[src/rtl/csr_access_arbiter.sv]
// Shares one CSR port between core and debug with an atomic read-then-optional-write: grant at T, done at T+2 (read) or T+3 (RMW).
// No backpressure on the CSR side; requesters hold req while busy, debug has priority unless the core has starved STARVE_LIMIT cycles.
module csr_access_arbiter #(
    parameter int CSR_ADDR_WIDTH = 12,
    parameter int DATA_WIDTH     = 32,
    parameter int STARVE_LIMIT   = 8
) (
    input  logic                      clk_i,
    input  logic                      rst_i,
    input  logic                      core_req_i,
    input  logic [CSR_ADDR_WIDTH-1:0] core_addr_i,
    input  logic [1:0]                core_op_i,
    input  logic [DATA_WIDTH-1:0]     core_wdata_i,
    output logic                      core_gnt_o,
    output logic                      core_done_o,
    output logic [DATA_WIDTH-1:0]     core_rdata_o,
    output logic                      core_err_o,
    input  logic                      dbg_req_i,
    input  logic [CSR_ADDR_WIDTH-1:0] dbg_addr_i,
    input  logic [1:0]                dbg_op_i,
    input  logic [DATA_WIDTH-1:0]     dbg_wdata_i,
    output logic                      dbg_gnt_o,
    output logic                      dbg_done_o,
    output logic [DATA_WIDTH-1:0]     dbg_rdata_o,
    output logic                      dbg_err_o,
    output logic [CSR_ADDR_WIDTH-1:0] csr_addr_o,
    output logic                      csr_read_en_o,
    input  logic [DATA_WIDTH-1:0]     csr_rdata_i,
    output logic                      csr_write_en_o,
    output logic [DATA_WIDTH-1:0]     csr_wdata_o,
    output logic                      busy_o
);
    typedef enum logic [1:0] {S_IDLE, S_READ, S_WRITE, S_DONE} state_t;

    localparam logic [1:0] OP_READ  = 2'b00;
    localparam logic [1:0] OP_WRITE = 2'b01;
    localparam logic [1:0] OP_SET   = 2'b10;
    localparam logic [1:0] OP_CLEAR = 2'b11;
    localparam logic [7:0] LIMIT    = 8'(STARVE_LIMIT);

    state_t                    r_state;
    logic                      r_owner;
    logic [CSR_ADDR_WIDTH-1:0] r_addr;
    logic [1:0]                r_op;
    logic [DATA_WIDTH-1:0]     r_wdata;
    logic [DATA_WIDTH-1:0]     r_old;
    logic [7:0]                r_starve;
    logic                      r_read_en;
    logic                      r_write_en;
    logic [CSR_ADDR_WIDTH-1:0] r_csr_addr;
    logic [DATA_WIDTH-1:0]     r_csr_wdata;
    logic                      r_core_done;
    logic                      r_dbg_done;
    logic [DATA_WIDTH-1:0]     r_core_rdata;
    logic [DATA_WIDTH-1:0]     r_dbg_rdata;
    logic                      r_core_err;
    logic                      r_dbg_err;

    logic                      w_idle;
    logic                      w_core_win;
    logic                      w_dbg_win;
    logic                      w_ro;
    logic [DATA_WIDTH-1:0]     w_wdata;

    // Grants are combinational so the pulse lands in the arbitration cycle; held off during reset.
    assign w_idle     = (r_state == S_IDLE);
    assign w_core_win = rst_i & w_idle & core_req_i & (~dbg_req_i | (r_starve == LIMIT));
    assign w_dbg_win  = rst_i & w_idle & dbg_req_i & ~w_core_win;
    assign w_ro       = (r_addr[CSR_ADDR_WIDTH-1 -: 2] == 2'b11);

    always_comb begin
        w_wdata = r_wdata;
        case (r_op)
            OP_WRITE: w_wdata = r_wdata;
            OP_SET:   w_wdata = csr_rdata_i | r_wdata;
            OP_CLEAR: w_wdata = csr_rdata_i & ~r_wdata;
            default:  w_wdata = r_wdata;
        endcase
    end

    always_ff @(posedge clk_i or negedge rst_i) begin
        if (!rst_i) begin
            r_state      <= S_IDLE;
            r_owner      <= 1'b0;
            r_addr       <= '0;
            r_op         <= OP_READ;
            r_wdata      <= '0;
            r_old        <= '0;
            r_starve     <= '0;
            r_read_en    <= 1'b0;
            r_write_en   <= 1'b0;
            r_csr_addr   <= '0;
            r_csr_wdata  <= '0;
            r_core_done  <= 1'b0;
            r_dbg_done   <= 1'b0;
            r_core_rdata <= '0;
            r_dbg_rdata  <= '0;
            r_core_err   <= 1'b0;
            r_dbg_err    <= 1'b0;
        end else begin
            r_read_en   <= 1'b0;
            r_write_en  <= 1'b0;
            r_csr_addr  <= '0;
            r_csr_wdata <= '0;
            r_core_done <= 1'b0;
            r_dbg_done  <= 1'b0;

            if (!core_req_i || w_core_win)
                r_starve <= '0;
            else if (r_starve != LIMIT)
                r_starve <= r_starve + 8'd1;

            case (r_state)
                S_IDLE: begin
                    if (w_core_win || w_dbg_win) begin
                        r_owner    <= w_dbg_win;
                        r_addr     <= w_dbg_win ? dbg_addr_i  : core_addr_i;
                        r_op       <= w_dbg_win ? dbg_op_i    : core_op_i;
                        r_wdata    <= w_dbg_win ? dbg_wdata_i : core_wdata_i;
                        r_read_en  <= 1'b1;
                        r_csr_addr <= w_dbg_win ? dbg_addr_i  : core_addr_i;
                        r_state    <= S_READ;
                    end
                end
                S_READ: begin
                    r_old <= csr_rdata_i;
                    if (r_op == OP_READ || w_ro) begin
                        // Read-only space: the write is dropped and reported, the old value still returned.
                        r_state     <= S_DONE;
                        r_core_done <= ~r_owner;
                        r_dbg_done  <= r_owner;
                        if (r_owner) begin
                            r_dbg_rdata <= csr_rdata_i;
                            r_dbg_err   <= (r_op != OP_READ);
                        end else begin
                            r_core_rdata <= csr_rdata_i;
                            r_core_err   <= (r_op != OP_READ);
                        end
                    end else begin
                        r_state     <= S_WRITE;
                        r_write_en  <= 1'b1;
                        r_csr_addr  <= r_addr;
                        r_csr_wdata <= w_wdata;
                    end
                end
                S_WRITE: begin
                    r_state     <= S_DONE;
                    r_core_done <= ~r_owner;
                    r_dbg_done  <= r_owner;
                    if (r_owner) begin
                        r_dbg_rdata <= r_old;
                        r_dbg_err   <= 1'b0;
                    end else begin
                        r_core_rdata <= r_old;
                        r_core_err   <= 1'b0;
                    end
                end
                default: r_state <= S_IDLE;
            endcase
        end
    end

    assign core_gnt_o     = w_core_win;
    assign dbg_gnt_o      = w_dbg_win;
    assign core_done_o    = r_core_done;
    assign dbg_done_o     = r_dbg_done;
    assign core_rdata_o   = r_core_rdata;
    assign dbg_rdata_o    = r_dbg_rdata;
    assign core_err_o     = r_core_err;
    assign dbg_err_o      = r_dbg_err;
    assign csr_addr_o     = r_csr_addr;
    assign csr_read_en_o  = r_read_en;
    assign csr_write_en_o = r_write_en;
    assign csr_wdata_o    = r_csr_wdata;
    assign busy_o         = ~w_idle;
endmodule
[config.mk]
export PLATFORM = sky130hd
export DESIGN_NAME = csr_access_arbiter
export DESIGN_NICKNAME = d
export VERILOG_FILES = /design/src/rtl/csr_access_arbiter.sv
export SDC_FILE = /design/constraint.sdc
export NUM_CORES = 1
export LEC_CHECK = 0
export BUFFER_PORTS_ARGS = -buffer_cell sky130_fd_sc_hd__buf_2
export CAP_MARGIN = 20
export CORE_MARGIN = 1
export CORE_UTILIZATION = 40
export CTS_CLUSTER_DIAMETER = 120
export DETAILED_ROUTE_END_ITERATION = 6
export PLACE_DENSITY = 0.72
export REMOVE_ABC_BUFFERS = 1
export SLEW_MARGIN = 10
export SYNTH_ARGS = -nofsm -noshare
export SYNTH_HDL_FRONTEND = slang
export SYNTH_SLANG_ARGS = --single-unit
[constraint.sdc]
create_clock -name clk_i -period 2.1 [get_ports clk_i]
set_clock_uncertainty 0.15 [all_clocks]
set_input_delay 0.105 -clock clk_i [delete_from_list [all_inputs] [get_ports clk_i]]
set_output_delay 0.105 -clock clk_i [all_outputs]
set_load 0.01 [all_outputs]
* Word level (Yosys, flattened, before mapping)
Cells that the tools add are included.
** Word-level totals
- Register bits after elaboration :: 203
- Input port bits :: 128
- Output and inout port bits :: 117
- Word-level logic and storage cells :: 94
** Cells by class
- $add $sub $neg :: 1
- Eq/ne operators :: 13
- Mux-type cells :: 38
- Bitwise logic cells :: 13
- Reductions and logical operators :: 12
** Operators with widths (count)
- 2-to-1 mux 32 bit :: 9
- case mux 32 bit (2 select lines) :: 3
- 2-to-1 mux 12 bit :: 3
- AND 32 bit :: 1
- NOT 32 bit :: 1
- OR 32 bit :: 1
- case mux 12 bit (2 select lines) :: 1
- 2-to-1 mux 8 bit :: 2
- 2-to-1 mux 1 bit :: 13
- != test 2 bit (second input constant) :: 5
- adder 8 x 1 -> 8 bit (second input constant) :: 1
- equality test 2 bit (second input constant) :: 4
- equality test 8 x 4 -> 1 bit (second input constant) :: 1
- != test 8 x 4 -> 1 bit (second input constant) :: 1
- case mux 1 bit (2 select lines) :: 4
- AND reduction 4 bit :: 2
- case mux 2 bit (3 select lines) :: 1
- nonzero test 2 bit :: 3
- AND 1 bit :: 5
- logical NOT 2 bit :: 2
- 2-to-1 mux 2 bit :: 2
- NOT 1 bit :: 4
- logical OR 1 bit :: 3
- equality test 2 x 1 -> 1 bit (second input constant) :: 1
- other kinds (4) :: 4

* Longest topological paths before layout
- Word-level depth :: 9
- Gate-level depth with buffers :: 9
- Gate-level depth less buffers :: 6

* Worst setup path before layout
No wires, ideal clock.
- Kind :: register to register
- Start :: register r_starve[4]
- End :: register r_wdata[31]
- Setup time :: 0.118 ns
- Data arrival time :: 1.914 ns
- Required time :: 1.832 ns
- Setup slack :: -0.082 ns
- Stages on the path, launching flop included :: 7
- Path buffers :: 2
- Clock period less this slack :: 2.182 ns
- Cells stage by stage :: dfrtp_1 > or4_4 > o311a_1 > buf_6 > buf_6 > a22o_1 > a21o_1
** On the way
- Longest elaborated chain between the ends :: 7
- Elaborated cells between the ends (all ways) :: 8
- Those cells by class :: eq/ne: 1; mux: 1; bitwise: 4; reduce/logical: 2
** Ends and longest elaborated chain
- start: declaration :: RTL line 47 : logic [7:0] r_starve;
- start signal: assignment :: RTL line 111 : r_starve <= r_starve + 8'd1;
- equality test 8 x 4 -> 1 bit * :: RTL line 67 : assign w_core_win = rst_i & w_idle & core_req_i & (~dbg_req_i | (r_starve == LIMIT));
- OR 1 bit * :: RTL line 67
- AND 1 bit * :: RTL line 67
- NOT 1 bit :: RTL line 68 : assign w_dbg_win = rst_i & w_idle & dbg_req_i & ~w_core_win;
- AND 1 bit :: RTL line 68
- logical OR 1 bit :: RTL line 115 : if (w_core_win || w_dbg_win) begin
- AND reduction 2 bit (no line)
- end signal: assignment :: RTL line 119 : r_wdata <= w_dbg_win ? dbg_wdata_i : core_wdata_i;
- end: declaration :: RTL line 45 : logic [DATA_WIDTH-1:0] r_wdata;
Every way passes the cells marked *; elsewhere a longest branch is shown, timed or not.
A chain may end at the register's enable or synchronous reset.

* Final worst setup path
- Start :: register r_starve[5]
- End :: register r_wdata[18]
Same word-level chain as after synthesis.

==> results.yml <==
setup_path:
  cp-start-kind: "register"
  critical_path_required_ns: 2.33
  critPathArrivalTime_ns: 2.69
  crit_type: "reg2reg"
  cp_max_fo: 8
  ff2ff_setup_slack_ns: -0.36
  crit_path_end_kind: "register"
die:
  row_count: 52
  die_w_um: 147
  core-area_mm2: 0.0204
  dieHeight_um: 147
  die_area_mm2: 0.0216
  start_util: 0.411
  io_pins: 245
synthesis:
  synth_seq_area_share: 0.605
  ys_types: 33
  async_flop_share: 1.00
  ys_ff_latch: 203
  syn_avg_cell_area_um2: 11.2
  synth_area_leader_cell: "dfrtp_1"
  yosys-top-cells-area: "dfrtp_1, nor2_1, a21oi_1"
  syn_area_mm2: 0.00840
  synth_edf_count: 0
  synth_warnings: 0
  synth_top_area_share: 0.605
  synthFlopType: "dfrtp_1"
  postSynthCellCount: 751
timing:
  rsz0062_at_grt: "true"
  whs_ns: 0.0923
  setup_viol: 61
  max_freq_mhz: 407
  period_needed_ns: 2.46
  drv_slew: 0
  slew_headroom: 0.297
  fin_ws_ns: -0.359
  tightestPinTransition_ns: 1.05
  final-hold-violation-count: 0
  fin_setup_tns_ns: -15.97
  fin_crit_sh: 1.17
power:
  power_density_mw_per_mm2: 1400
  p_clk_frac: 0.232
  max-vdd-ir-drop_uv: 726
  power_leakage_nw: 6.15
  sequentialPowerShare: 0.372
  p_int_mw: 11.1
  swShare: 0.357
  combPwrFrac: 0.396
  power.switching_mw: 6.19
layout:
  drive_gt1_frac: 0.322
  multi_input_area_mm2: 0.00313
  final_cell_mix: "buf_2, dfrtp_1, nor2_1, dlygate4sd3_1, a21oi_1"
  layout.area.seq_mm2: 0.00508
  areaGrowthSynthToFinish_pct: 47.8
  layout_commonest_cell: "buf_2"
  nNetsFinal: 1275
  fillCellCount: 1624
detailed_routing:
  vias: 7337
  ant_nets: 0
  wl_per_cell_um: 18.0
  route.detailed.drc: 0
  via_per_inst: 5.14
  routed_wl_um: 25700
  dr.pass1.iters: 4
  first_iter_violations: 309
cts:
  clk_path_buf_depth: 3
  h-tree-depth: 1
  clkSinkCount: 203
  insertion_delay_ns: 0.49
  root_buffer: "clkbuf_16"
  cts_made_buffers: 23
  tritoncts: "built"
  path_clk_slew_ns: 0.06
flow_run:
  maxCapViolations: 0
grt:
  grt_antenna_before_repair: 1
  overflow: 0
  grt_util_all_layers: 0.240
  grt_pass1_wl_um: 40500
  grt_pass1_vias: 7829
  grt_max_degree: 202
run_status:
  status: "complete, but fails checks"
  violations: "negative setup slack"
place:
  gp_congestion: 0.769
  portBuffers: 244
  dp_worst_setup_slack_ns: -0.148
  dp_hpwl_um: 15000
worst_hold_path:
  holdCritPathClass: "in2reg"
-- final cells by class --
class,count,share of cell area
Multi-Input combinational cell,487,0.252
Tap cell,270,0.0272
Clock buffer,34,0.0537
Timing Repair Buffer,416,0.247
Sequential cell,203,0.409
Inverter,10,0.00302
Antenna cell,1,0.000202
Clock inverter,7,0.00776
-- state kept, by name, indices dropped and copies added (netlist names) --
name	cells
csr_read_en_o	1
r_op	2
core_err_o	1
dbg_err_o	1
r_addr	12
r_wdata	32
csr_wdata_o	32
r_old	32
core_done_o	1
core_rdata_o	32
dbg_done_o	1
r_state	2
dbg_rdata_o	32
r_owner	1
csr_write_en_o	1
r_starve	8
csr_addr_o	12
-- cell families after synthesis --
| group | count (synthesis) | synth area share |
|---|---|---|
| adders and majority gates | 6 | 0.00894 |
| muxes | 67 | 0.0846 |
| DFF | 203 | 0.605 |
| AOI/OAI and AO/OA | 203 | 0.164 |
| and+or+nand+nor | 205 | 0.0996 |
| buffers and inverters | 61 | 0.0319 |
| xor gates and xnor gates | 6 | 0.00626 |
-- power groups by stage --
stage / logic [mW] / registers (mW) / clock network (mW)
2_1_floorplan: 3.44 / 6.73 / 0
3_3_place_gp: 6.29 / 6.39 / 0
3_5_place_dp: 6.48 / 6.44 / 0
4_1_cts: 6.84 / 6.40 / 4.10
5_1_grt: 7.50 / 6.60 / 4.27
6_report: 6.87 / 6.44 / 4.03
-- metrics by stage --
stage,power (mW),std cells,instance area [µm²],util
after global placement,12.7,1245,10100,0.495
final,17.3,1428,12400,0.608
after detailed placement,12.9,1245,10100,0.495
after global routing,18.4,1428,12400,0.608
after floorplan,10.2,700,8170,-
after CTS,17.3,1427,12400,0.607
-- synthesized netlist by cell type, drive strengths merged, types with 10 or more instances --
cell type and count:
inv 10, nor2 139, mux2 32, clkbuf 33
a221o 24, a21o 35, mux2i 35, nand2 39
a22o 34, a21oi 99, dfrtp 203, buf 18
and2 13
-- worst max-delay path, cell delays in order, from the launching register on --
cell and delay, ns:
dfrtp_1 0.37, or4_4 0.54, buf_4 0.15, o311a_4 0.33, buf_6 0.14, buf_12 0.12
buf_16 0.13, a22o_1 0.25, a21o_1 0.17
-- per-layer routing --
metal	GRT usage	part of all wire	vias to the layer above
met3	0.0494	0.067	64
li1	-	-	3392
met5	0	0	-
met2	0.434	0.51	294
met1	0.280	0.40	3587
met4	0.0887	0.029	0
-- timing repair --
action	CTS	global route
cloned	3	0
buffers inserted	11	0
gates resized for setup	18	3
hold buffers	127	0
hold endpoints to repair	397	0
pin swaps	4	3
endpoints found under the setup margin	60	61
-- final timing paths --
check	to	startpoint	cells past startpoint
max	r_wdata[18]	r_starve[5]	8
min	r_starve[0]	dbg_req_i	5
max reg2reg	r_wdata[18]	r_starve[5]	8
min reg2reg	r_old[0]	r_old[0]	1
max in group asynchronous	r_op[1]	rst_i	3
min in group asynchronous	r_wdata[31]	rst_i	3
No activity file was read; power rests on OpenSTA's default activity.
